[src/rtl/tile_asm_pkg.sv]
// Shared definitions for the tile assembler.
// Provides width-derivation helpers (pixel, column, tile, column-counter widths),
// the runtime clamp applied to the configured tile width, and the bank selector type.
package tile_asm_pkg;

    localparam int DEF_PIX_WIDTH = 16;
    localparam int DEF_NUM_CH    = 2;
    localparam int DEF_TILE_ROWS = 6;
    localparam int DEF_TILE_COLS = 6;

    typedef enum logic {
        BANK0 = 1'b0,
        BANK1 = 1'b1
    } bank_e;

    function automatic int pix_w(input int pix_width, input int num_ch);
        return pix_width * num_ch;
    endfunction

    function automatic int col_w(input int pix_bits, input int tile_rows);
        return pix_bits * tile_rows;
    endfunction

    function automatic int tile_w(input int col_bits, input int tile_cols);
        return col_bits * tile_cols;
    endfunction

    function automatic int cnt_w(input int tile_cols);
        return $clog2(tile_cols + 1);
    endfunction

    // A width of 0 or anything wider than the storage means "use the full tile".
    function automatic int clamp_cols(input int cols, input int max_cols);
        return (cols == 0 || cols > max_cols) ? max_cols : cols;
    endfunction

endpackage

[src/rtl/tile_assembler_if.sv]
// Bus bundle between the column producer and the tile consumer.
// master: producer/consumer side (drives columns, cfg, flush, tile_ready).
// slave : the assembler (drives col_ready, tile_valid, tile_data, tile_cols).
interface tile_assembler_if #(
    parameter int PIX_WIDTH = 16,
    parameter int NUM_CH    = 2,
    parameter int TILE_ROWS = 6,
    parameter int TILE_COLS = 6
);
    import tile_asm_pkg::*;

    localparam int COL_W  = col_w(pix_w(PIX_WIDTH, NUM_CH), TILE_ROWS);
    localparam int TILE_W = tile_w(COL_W, TILE_COLS);
    localparam int CNT_W  = cnt_w(TILE_COLS);

    logic [CNT_W-1:0]  cfg_cols;
    logic              flush;
    logic              col_valid;
    logic              col_ready;
    logic [COL_W-1:0]  col_data;
    logic              tile_valid;
    logic              tile_ready;
    logic [TILE_W-1:0] tile_data;
    logic [CNT_W-1:0]  tile_cols;

    modport master (
        output cfg_cols, flush, col_valid, col_data, tile_ready,
        input  col_ready, tile_valid, tile_data, tile_cols
    );

    modport slave (
        input  cfg_cols, flush, col_valid, col_data, tile_ready,
        output col_ready, tile_valid, tile_data, tile_cols
    );

endinterface

[src/rtl/tile_asm_bank.sv]
// One ping-pong bank: TILE_COLS column registers, full flag and column count.
// Ports: clk_i/rst_i (async active-low), wr/wr_idx/wr_data column write,
// close/close_cnt mark the bank full with its valid column count, free clears full.
// data presents the stored columns column-major, columns >= count forced to zero.
module tile_asm_bank
    import tile_asm_pkg::*;
#(
    parameter int COL_W     = 192,
    parameter int TILE_COLS = 6,
    parameter int CNT_W     = 3
) (
    input  logic                       clk_i,
    input  logic                       rst_i,
    input  logic                       wr,
    input  logic [CNT_W-1:0]           wr_idx,
    input  logic [COL_W-1:0]           wr_data,
    input  logic                       close,
    input  logic [CNT_W-1:0]           close_cnt,
    input  logic                       free,
    output logic                       full,
    output logic [CNT_W-1:0]           count,
    output logic [tile_w(COL_W, TILE_COLS)-1:0] data
);

    logic [TILE_COLS-1:0][COL_W-1:0] cols;

    // Storage is never cleared; stale columns are hidden by the count mask.
    always_ff @(posedge clk_i) begin
        for (int c = 0; c < TILE_COLS; c++) begin
            if (wr && wr_idx == CNT_W'(c)) cols[c] <= wr_data;
        end
    end

    // A bank is never freed while it is being closed (it is the write bank then).
    always_ff @(posedge clk_i or negedge rst_i) begin
        if (!rst_i) begin
            full  <= 1'b0;
            count <= '0;
        end else if (close) begin
            full  <= 1'b1;
            count <= close_cnt;
        end else if (free) begin
            full  <= 1'b0;
        end
    end

    always_comb begin
        data = '0;
        for (int c = 0; c < TILE_COLS; c++) begin
            if (c < int'(count)) data[c*COL_W +: COL_W] = cols[c];
        end
    end

endmodule

[src/rtl/tile_assembler.sv]
// Column-to-tile assembler with ping-pong banking.
// Ports: clk_i (rising edge), rst_i (async active-low), bus (tile_assembler_if.slave):
//   cfg_cols/flush control, col_valid/col_ready/col_data column intake,
//   tile_valid/tile_ready/tile_data/tile_cols tile output.
// Build option: TILE_ASM_TRANSPOSE_EN defined -> row-major tile_data packing,
// otherwise column-major.
module tile_assembler
    import tile_asm_pkg::*;
#(
    parameter int PIX_WIDTH = DEF_PIX_WIDTH,
    parameter int NUM_CH    = DEF_NUM_CH,
    parameter int TILE_ROWS = DEF_TILE_ROWS,
    parameter int TILE_COLS = DEF_TILE_COLS
) (
    input  logic           clk_i,
    input  logic           rst_i,
    tile_assembler_if.slave bus
);

    localparam int PIX_W  = pix_w(PIX_WIDTH, NUM_CH);
    localparam int COL_W  = col_w(PIX_W, TILE_ROWS);
    localparam int TILE_W = tile_w(COL_W, TILE_COLS);
    localparam int CNT_W  = cnt_w(TILE_COLS);

    bank_e                  wr_sel, rd_sel;
    logic [CNT_W-1:0]       wr_col, wr_col_inc, tile_cfg, cfg_eff, close_cnt;
    logic [1:0]             full;
    logic [1:0][CNT_W-1:0]  count;
    logic [1:0][TILE_W-1:0] bank_data;
    logic [TILE_W-1:0]      cm_data, tile_out;
    logic                   accept, flush_hit, close, free;

    assign bus.col_ready = !full[wr_sel];
    assign accept        = bus.col_valid & bus.col_ready;
    assign wr_col_inc    = wr_col + CNT_W'(1);

    // The first column of a tile picks up the width; later columns use the latched one.
    assign cfg_eff   = (wr_col == '0) ? CNT_W'(clamp_cols(int'(bus.cfg_cols), TILE_COLS))
                                      : tile_cfg;
    // Flush only counts when there is something to close and the write bank is open.
    assign flush_hit = bus.flush & bus.col_ready & (accept | (wr_col != '0));
    assign close     = (accept & (wr_col_inc == cfg_eff)) | flush_hit;
    assign close_cnt = accept ? wr_col_inc : wr_col;
    assign free      = bus.tile_valid & bus.tile_ready;

    always_ff @(posedge clk_i or negedge rst_i) begin
        if (!rst_i) begin
            wr_sel   <= BANK0;
            rd_sel   <= BANK0;
            wr_col   <= '0;
            tile_cfg <= '0;
        end else begin
            if (accept && wr_col == '0) tile_cfg <= cfg_eff;
            if (close) begin
                wr_sel <= (wr_sel == BANK0) ? BANK1 : BANK0;
                wr_col <= '0;
            end else if (accept) begin
                wr_col <= wr_col_inc;
            end
            if (free) rd_sel <= (rd_sel == BANK0) ? BANK1 : BANK0;
        end
    end

    for (genvar b = 0; b < 2; b++) begin : g_bank
        tile_asm_bank #(
            .COL_W     (COL_W),
            .TILE_COLS (TILE_COLS),
            .CNT_W     (CNT_W)
        ) u_bank (
            .clk_i     (clk_i),
            .rst_i     (rst_i),
            .wr        (accept && wr_sel == bank_e'(b)),
            .wr_idx    (wr_col),
            .wr_data   (bus.col_data),
            .close     (close && wr_sel == bank_e'(b)),
            .close_cnt (close_cnt),
            .free      (free && rd_sel == bank_e'(b)),
            .full      (full[b]),
            .count     (count[b]),
            .data      (bank_data[b])
        );
    end

    assign cm_data = bank_data[rd_sel];

`ifdef TILE_ASM_TRANSPOSE_EN
    always_comb begin
        tile_out = '0;
        for (int r = 0; r < TILE_ROWS; r++) begin
            for (int c = 0; c < TILE_COLS; c++) begin
                tile_out[(r*TILE_COLS+c)*PIX_W +: PIX_W] = cm_data[(c*TILE_ROWS+r)*PIX_W +: PIX_W];
            end
        end
    end
`else
    assign tile_out = cm_data;
`endif

    assign bus.tile_valid = full[rd_sel];
    assign bus.tile_cols  = count[rd_sel];
    assign bus.tile_data  = tile_out;

endmodule

[src/flat_wrapper.sv]
// flat-port wrapper written by rule: the top's interface ports become plain ports
module tile_assembler_flat import tile_asm_pkg::*;
#(
    parameter int PIX_WIDTH = DEF_PIX_WIDTH,
    parameter int NUM_CH    = DEF_NUM_CH,
    parameter int TILE_ROWS = DEF_TILE_ROWS,
    parameter int TILE_COLS = DEF_TILE_COLS
)
  (clk_i, rst_i, bus_cfg_cols, bus_flush, bus_col_valid, bus_col_data, bus_tile_ready, bus_col_ready, bus_tile_valid, bus_tile_data, bus_tile_cols);
  tile_assembler_if #(.PIX_WIDTH(PIX_WIDTH), .NUM_CH(NUM_CH), .TILE_ROWS(TILE_ROWS), .TILE_COLS(TILE_COLS)) bus_i ();
  input  logic clk_i;
  input  logic rst_i;
  input wire logic [$bits(bus_i.cfg_cols)-1:0] bus_cfg_cols;
  input wire logic [$bits(bus_i.flush)-1:0] bus_flush;
  input wire logic [$bits(bus_i.col_valid)-1:0] bus_col_valid;
  input wire logic [$bits(bus_i.col_data)-1:0] bus_col_data;
  input wire logic [$bits(bus_i.tile_ready)-1:0] bus_tile_ready;
  output wire logic [$bits(bus_i.col_ready)-1:0] bus_col_ready;
  output wire logic [$bits(bus_i.tile_valid)-1:0] bus_tile_valid;
  output wire logic [$bits(bus_i.tile_data)-1:0] bus_tile_data;
  output wire logic [$bits(bus_i.tile_cols)-1:0] bus_tile_cols;
  assign bus_i.cfg_cols = bus_cfg_cols;
  assign bus_i.flush = bus_flush;
  assign bus_i.col_valid = bus_col_valid;
  assign bus_i.col_data = bus_col_data;
  assign bus_i.tile_ready = bus_tile_ready;
  assign bus_col_ready = bus_i.col_ready;
  assign bus_tile_valid = bus_i.tile_valid;
  assign bus_tile_data = bus_i.tile_data;
  assign bus_tile_cols = bus_i.tile_cols;
  tile_assembler #(.PIX_WIDTH(PIX_WIDTH), .NUM_CH(NUM_CH), .TILE_ROWS(TILE_ROWS), .TILE_COLS(TILE_COLS)) u_core (.clk_i(clk_i), .rst_i(rst_i), .bus(bus_i));
endmodule
[config.mk]
export PLATFORM = sky130hd
export DESIGN_NAME = tile_assembler_flat
export DESIGN_NICKNAME = d
export VERILOG_FILES = /design/src/rtl/tile_asm_pkg.sv /design/src/rtl/tile_assembler_if.sv /design/src/rtl/tile_asm_bank.sv /design/src/rtl/tile_assembler.sv /design/src/flat_wrapper.sv
export SDC_FILE = /design/constraint.sdc
export NUM_CORES = 2
export LEC_CHECK = 0
export ABC_CLOCK_PERIOD_IN_PS = 9050
export BUFFER_PORTS_ARGS = -buffer_cell sky130_fd_sc_hd__buf_2
export CORE_AREA = 2 2 530 532
export DETAILED_ROUTE_END_ITERATION = 16
export DIE_AREA = 0 0 532 534
export PLACE_DENSITY = 0.55
export SYNTH_ARGS = -nofsm -noshare
export SYNTH_HDL_FRONTEND = slang
export SYNTH_SLANG_ARGS = --single-unit
[constraint.sdc]
create_clock -name clk_i -period 9.05 [get_ports clk_i]
set_input_delay 0.905 -clock clk_i [delete_from_list [all_inputs] [get_ports clk_i]]
set_output_delay 0.905 -clock clk_i [all_outputs]
set_load 0.02 [all_outputs]
## After elaboration in Yosys (flattened, before gate mapping)

Cells that the tools add are included.

| cells by class | value |
|---|---|
| add/sub/neg operators | 1 |
| $lt $le $gt $ge | 15 |
| equal/unequal tests | 6 |
| mux-type cells | 30 |
| bitwise operators | 9 |
| reductions and logical operators | 26 |

Operators by type and width:

| cell | number |
|---|---|
| 2-to-1 mux 1152 bit | 2 |
| 2-to-1 mux 192 bit | 12 |
| logical AND 1 bit | 19 |
| 2-to-1 mux 3 bit | 6 |
| < comparator 1 x 3 -> 1 bit, first input constant | 4 |
| < comparator 2 x 3 -> 1 bit, first input constant | 4 |
| < comparator 3 bit, first input constant | 4 |
| 2-to-1 mux 1 bit | 10 |
| equality test 3 x 2 -> 1 bit, second input constant | 2 |
| equality test 3 bit, second input constant | 2 |
| zero test 3 bit | 2 |
| AND 1 bit | 5 |
| < comparator 1 x 2 -> 1 bit, second input constant | 2 |
| nonzero test 2 bit | 2 |
| adder 3 x 1 -> 3 bit, second input constant | 1 |
| equality test 3 x 1 -> 1 bit, second input constant | 1 |
| equality test 3 bit | 1 |
| > comparator 3 bit, second input constant | 1 |
| nonzero test 3 bit | 1 |
| NOT 1 bit | 2 |
| bitwise OR 1 bit | 2 |
| zero test 1 bit | 1 |
| logical OR 1 bit | 1 |

| storage, ports and cells | value |
|---|---|
| bits in registers | 2320 |
| input bits | 200 |
| output and inout port bits | 1157 |
| logic and storage cells | 107 |

## Logic depth before layout (Yosys ltp)

| depth | value |
|---|---|
| word-level depth | 9 |
| gate-level depth with buffers | 8 |

## By module

A second synthesis with hierarchy kept.

| second synthesis, totals | value |
|---|---|
| cell total of the unflattened synthesis | 6285 |
| area total of the unflattened synthesis | 99549.2 um^2 |

By module, submodules not included:

| module | times used | cells an instance | area an instance (um^2) | sequential area each (um^2) |
|---|---|---|---|---|
| tile_asm_bank | 2 | 2475 | 42695.9 | 34693.3 |
| tile_assembler | 1 | 1335 | 14157.3 | 200.2 |

## Worst setup path after synthesis

Ideal clock, no wire load.

| timing | value |
|---|---|
| path kind | register to register |
| start point | register u_core.wr_sel |
| end point | register u_core.g_bank[0].u_bank.cols[192] (netlist bit), enable pin |
| arrival | 9396 ps |
| required time | 8302 ps |
| setup slack | -1094 ps |
| stages on the path, launching flop included | 6 |
| buffers on the path | 1 |
| period minus slack after synthesis | 10144 ps |
| path through | dfrtp_1 > mux2i_1 > and2_1 > buf_6 > nand2b_1 > nor2_1 |

| on the way | value |
|---|---|
| word-level cells in the longest chain between the ends | 6 |
| elaborated cells between the ends (all ways) | 7 |

RTL lines:

| item | RTL line | source |
|---|---|---|
| start: declaration | tile_assembler.sv:25 | `bank_e wr_sel, rd_sel;` |
| start signal: assignment | tile_assembler.sv:55 | `wr_sel <= (wr_sel == BANK0) ? BANK1 : BANK0;` |
| 2-to-1 mux 1 bit (not written as such) (2 in series) | tile_assembler.sv:33 | `assign bus.col_ready = !full[wr_sel];` |
| zero test 1 bit | tile_assembler.sv:33 |  |
| net bus_col_ready | flat_wrapper.sv:18 | `output wire logic [$bits(bus_i.col_ready)-1:0] bus_col_ready;` |
| AND 1 bit | tile_assembler.sv:34 | `assign accept = bus.col_valid & bus.col_ready;` |
| logical AND 1 bit | tile_assembler.sv:72 | `.wr (accept && wr_sel == bank_e'(b)),` |
| logical AND 1 bit | tile_asm_bank.sv:30 | `if (wr && wr_idx == CNT_W'(c)) cols[c] <= wr_data;` |
| end signal: indexed assignment | tile_asm_bank.sv:30 |  |
| end: declaration | tile_asm_bank.sv:25 | `logic [TILE_COLS-1:0][COL_W-1:0] cols;` |

The timed path passes the listed nets, and every way through them passes these cells. The select of a mux whose other input is x is not followed.
A chain may end at the register's enable or synchronous reset.

## Worst setup path in the final report

| timing | value |
|---|---|
| start point | register u_core.rd_sel |
| end point | output bus_tile_data[891] |

| on the way | value |
|---|---|
| word-level cells in the longest chain between the ends | 2 |

RTL lines:

| item | RTL line | source |
|---|---|---|
| start: declaration | tile_assembler.sv:25 |  |
| start signal: assignment | tile_assembler.sv:60 | `if (free) rd_sel <= (rd_sel == BANK0) ? BANK1 : BANK0;` |
| 2-to-1 mux 1152 bit (not written as such) (2 in series) | tile_assembler.sv:84 | `assign cm_data = bank_data[rd_sel];` |
| end: declaration | flat_wrapper.sv:20 | `output wire logic [$bits(bus_i.tile_data)-1:0] bus_tile_data;` |

Every way passes these cells. The select of a mux whose other input is x is not followed.

==> metrics.txt <==
status=finished clean; measured slew at the worst slew-check pin=1390 ps; Power Density=344 mW/mm^2; Initial Util=around 29%; HPWL after DPL=approximately 180000 um; initial antenna violation count=23; total wire length=approximately 270000 um; worst-case clock buffer depth=4; Worst Hold Class=in -> reg; top post-synthesis cells by area=edfxtp_1, a22o_1, clkbuf_1; layout cells sized above 1=roughly 33%; most frequent cells after synthesis=edfxtp_1, a22o_1, clkbuf_1; crit start category=flop; H-Tree Level Count=4; Post-Syn Instances=about 3800; DR iter-0 viols=about 4500; Via density=5.02; Final min period=around 5600 ps; RSZ-0062 raised after global routing=no; total track usage=18.3%; cell mode on critical path=buf_12; final setup violation count=0; CP max-delay cell=dfrtp_1; P&R area growth vs syn=23.3%; complex-gate fraction of the synthesized area=about an eighth; Sw Pwr=13.0 mW; Post-Synth XOR/XNOR Area=0.0431%; Fin. Hold Viols=0; Buffers on Ports=between 1000 and 1500; crit path max fanout=96; area share of the largest cell type after synthesis=a little under nine tenths; clock network fraction of total power=27.2%; final non-filler cell total=about 9000; post-synthesis mux area share=0.231%; largest area contributor in the netlist=edfxtp_1; fmax=about 180 MHz; core area=0.278 mm^2; largest net degree at the start of global routing=~120; Max rail drop VDD=about 0.24 mV; DP Area=0.0929 mm^2; row count=between 150 and 200; Final Slew Violations=0; post-route cell area=approximately 0.10 mm^2; number of synthesized flops with an enable pin=about 2300; register share of total power=~38%; Max-slew headroom=7.23%; First-pass DRT Iterations=5; CTS tree=built; DIE WIDTH=approximately 530 um; largest family of logic cells by synthesized area=compound AO/OA/AOI/OAI gates; CTS root buf=clkbuf_16; placed insts=~8700; Largest stage delay, worst path=820 ps; Clock Latency Late Sink=910 ps; CTS Buf Count=238; setup tns final=0 ps; worst-path cell chain=and2_4, o21a_4, buf_12, buf_12, a22o_1, buf_2; first-pass GRT wire length=371000 um; GRT overflow=0; final core utilization=between 30 and 40%; post-synthesis cell area=between 0.08 and 0.09 mm^2; leakage power=approximately 36 nW; synthesized net count=approximately 4000; Fill cells=between 20000 and 30000; vias in the first global route=roughly 45000; Worst Skew=about 100 ps; WL/cell=29.8 um; Netlist cell types=40; combinational share of power=35.1%; clk sink count=2320; Vias=around 46000; area of the multi-input gates=0.0109 mm^2; num ports=1357; gpl congestion=a little over 0.8; sequential fraction of the synthesis area=85.6%; Period Utilization, post-route=~62%; remaining antenna violation count=0; P_int=21.5 mW; die height=534 um; Post-synth ARST share=less than 1%; post-synthesis register bit count=between 2000 and 2500; die outline area=about 0.28 mm^2; Reg area=between 0.06 and 0.07 mm^2; Syn. warnings=0; cell with the most instances after synthesis=edfxtp_1; simple logic cell fraction of the synthesized area=0.292%; top_reg_cell synth=edfxtp_1; arrival time at the worst endpoint=between 4000 and 5000 ps; Reg clk slew, reported paths=60 ps; DRC=0; mean instance size in the synthesized netlist=21.3 um^2; Crit. End Element=output port; # nets final=between 5000 and 6000; post_cts resized=0; Crit Path Class=reg -> out; switching fraction of total power=a little under two fifths; WP data required=8150 ps; Max-cap violations=0; post-synthesis adder-cell area fraction=less than 1%
## layout by cell type (no fill, tap or decap), types with 5 or more instances in the layout
cell type / count
a21oi_1: 5
a22o_1: 1152
buf_12: 34
buf_2: 1356
buf_4: 29
bufinv_16: 13
clkbuf_1: 53
clkbuf_16: 240
clkinv_1: 59
clkinv_2: 47
clkinvlp_4: 7
dfrtp_1: 16
diode_2: 11
edfxtp_1: 2304
ha_1: 5
inv_1: 5
mux2_2: 5
nand2_1: 12
nor2_4: 14
## registers in the layout (all words and copies together) (netlist names)
name                        cells
u_core.g_bank.u_bank.cols    2304
u_core.wr_col                   3
u_core.g_bank.u_bank.count      6
u_core.wr_sel                   1
u_core.rd_sel                   1
u_core.tile_cfg                 3
u_core.g_bank.u_bank.full       2
## cells by family (layout without fill, tap and decap cells)
kind of cell / after synthesis / after routing
AND/OR/NAND/NOR: 47 / 47
flip-flops: 2320 / 2320
other: 0 / 11
multiplexers: 15 / 15
XOR/XNOR: 4 / 4
adder cells (fa/ha/maj): 5 / 5
buffers and inverters: 262 / 1863
AO/OA/AOI/OAI: 1172 / 1172
## per-layer routing
metal	track usage [%]	wire length, um
met1	23.2	108000
met2	29.2	127000
met3	6.43	28700
met4	6.09	9020
met5	0	34
## metrics by stage
stage,setup WS [ps],hold slack (ps),total power [mW]
6_report,3440,246,34.5
5_1_grt,3290,187,35.6
4_1_cts,3450,143,34.7
3_5_place_dp,4500,497,25.3
3_3_place_gp,4600,490,25.3
2_1_floorplan,-1090,473,20.3
## worst paths after layout
kind,cells past startpoint,slack (ps),end,from
worst max-delay path,6,3440,bus_tile_data[891],u_core.rd_sel
worst min-delay path,2,250,u_core.rd_sel,bus_tile_ready
worst max register to register,5,4890,u_core.g_bank[1].u_bank.cols[956],u_core.wr_sel
worst min register to register,1,520,u_core.tile_cfg[0],u_core.tile_cfg[0]
max in group asynchronous,2,8200,u_core.tile_cfg[0],rst_i
min in group asynchronous,2,520,u_core.rd_sel,rst_i
## cell type report
type	count	area share, %
Sequential cell	2320	69.4
Clock buffer	297	6.24
Inverter	5	0.0187
Timing Repair Buffer	1420	7.67
Tap cell	3724	4.64
Multi-Input combinational cell	1243	10.9
Antenna cell	11	0.0274
Clock inverter	141	1.15
## timing repair
| action | in CTS | in global routing |
|---|---|---|
| setup buffers | 0 | 0 |
| hold buffers | 1 | 0 |
| endpoints found under the hold margin | 16 | 0 |
## worst max-delay path: cells and delay by family, from the launching register on
family | cells | cell delay [ps]
DFF | 1 | 820
AOI/OAI and AO/OA | 2 | 1090
buffers and inverters | 3 | 800
and+or+nand+nor | 1 | 660
## power groups by stage
stage               clock network, mW  logic (mW)  registers, mW
CTS                              9.57        12.2           13.0
global route                     9.97        12.6           13.0
finish                           9.39        12.1           13.0
detailed placement                  0        12.1           13.2
global placement                    0        12.1           13.2
floorplan                           0        6.84           13.4
No activity file was read; power rests on OpenSTA's default activity.
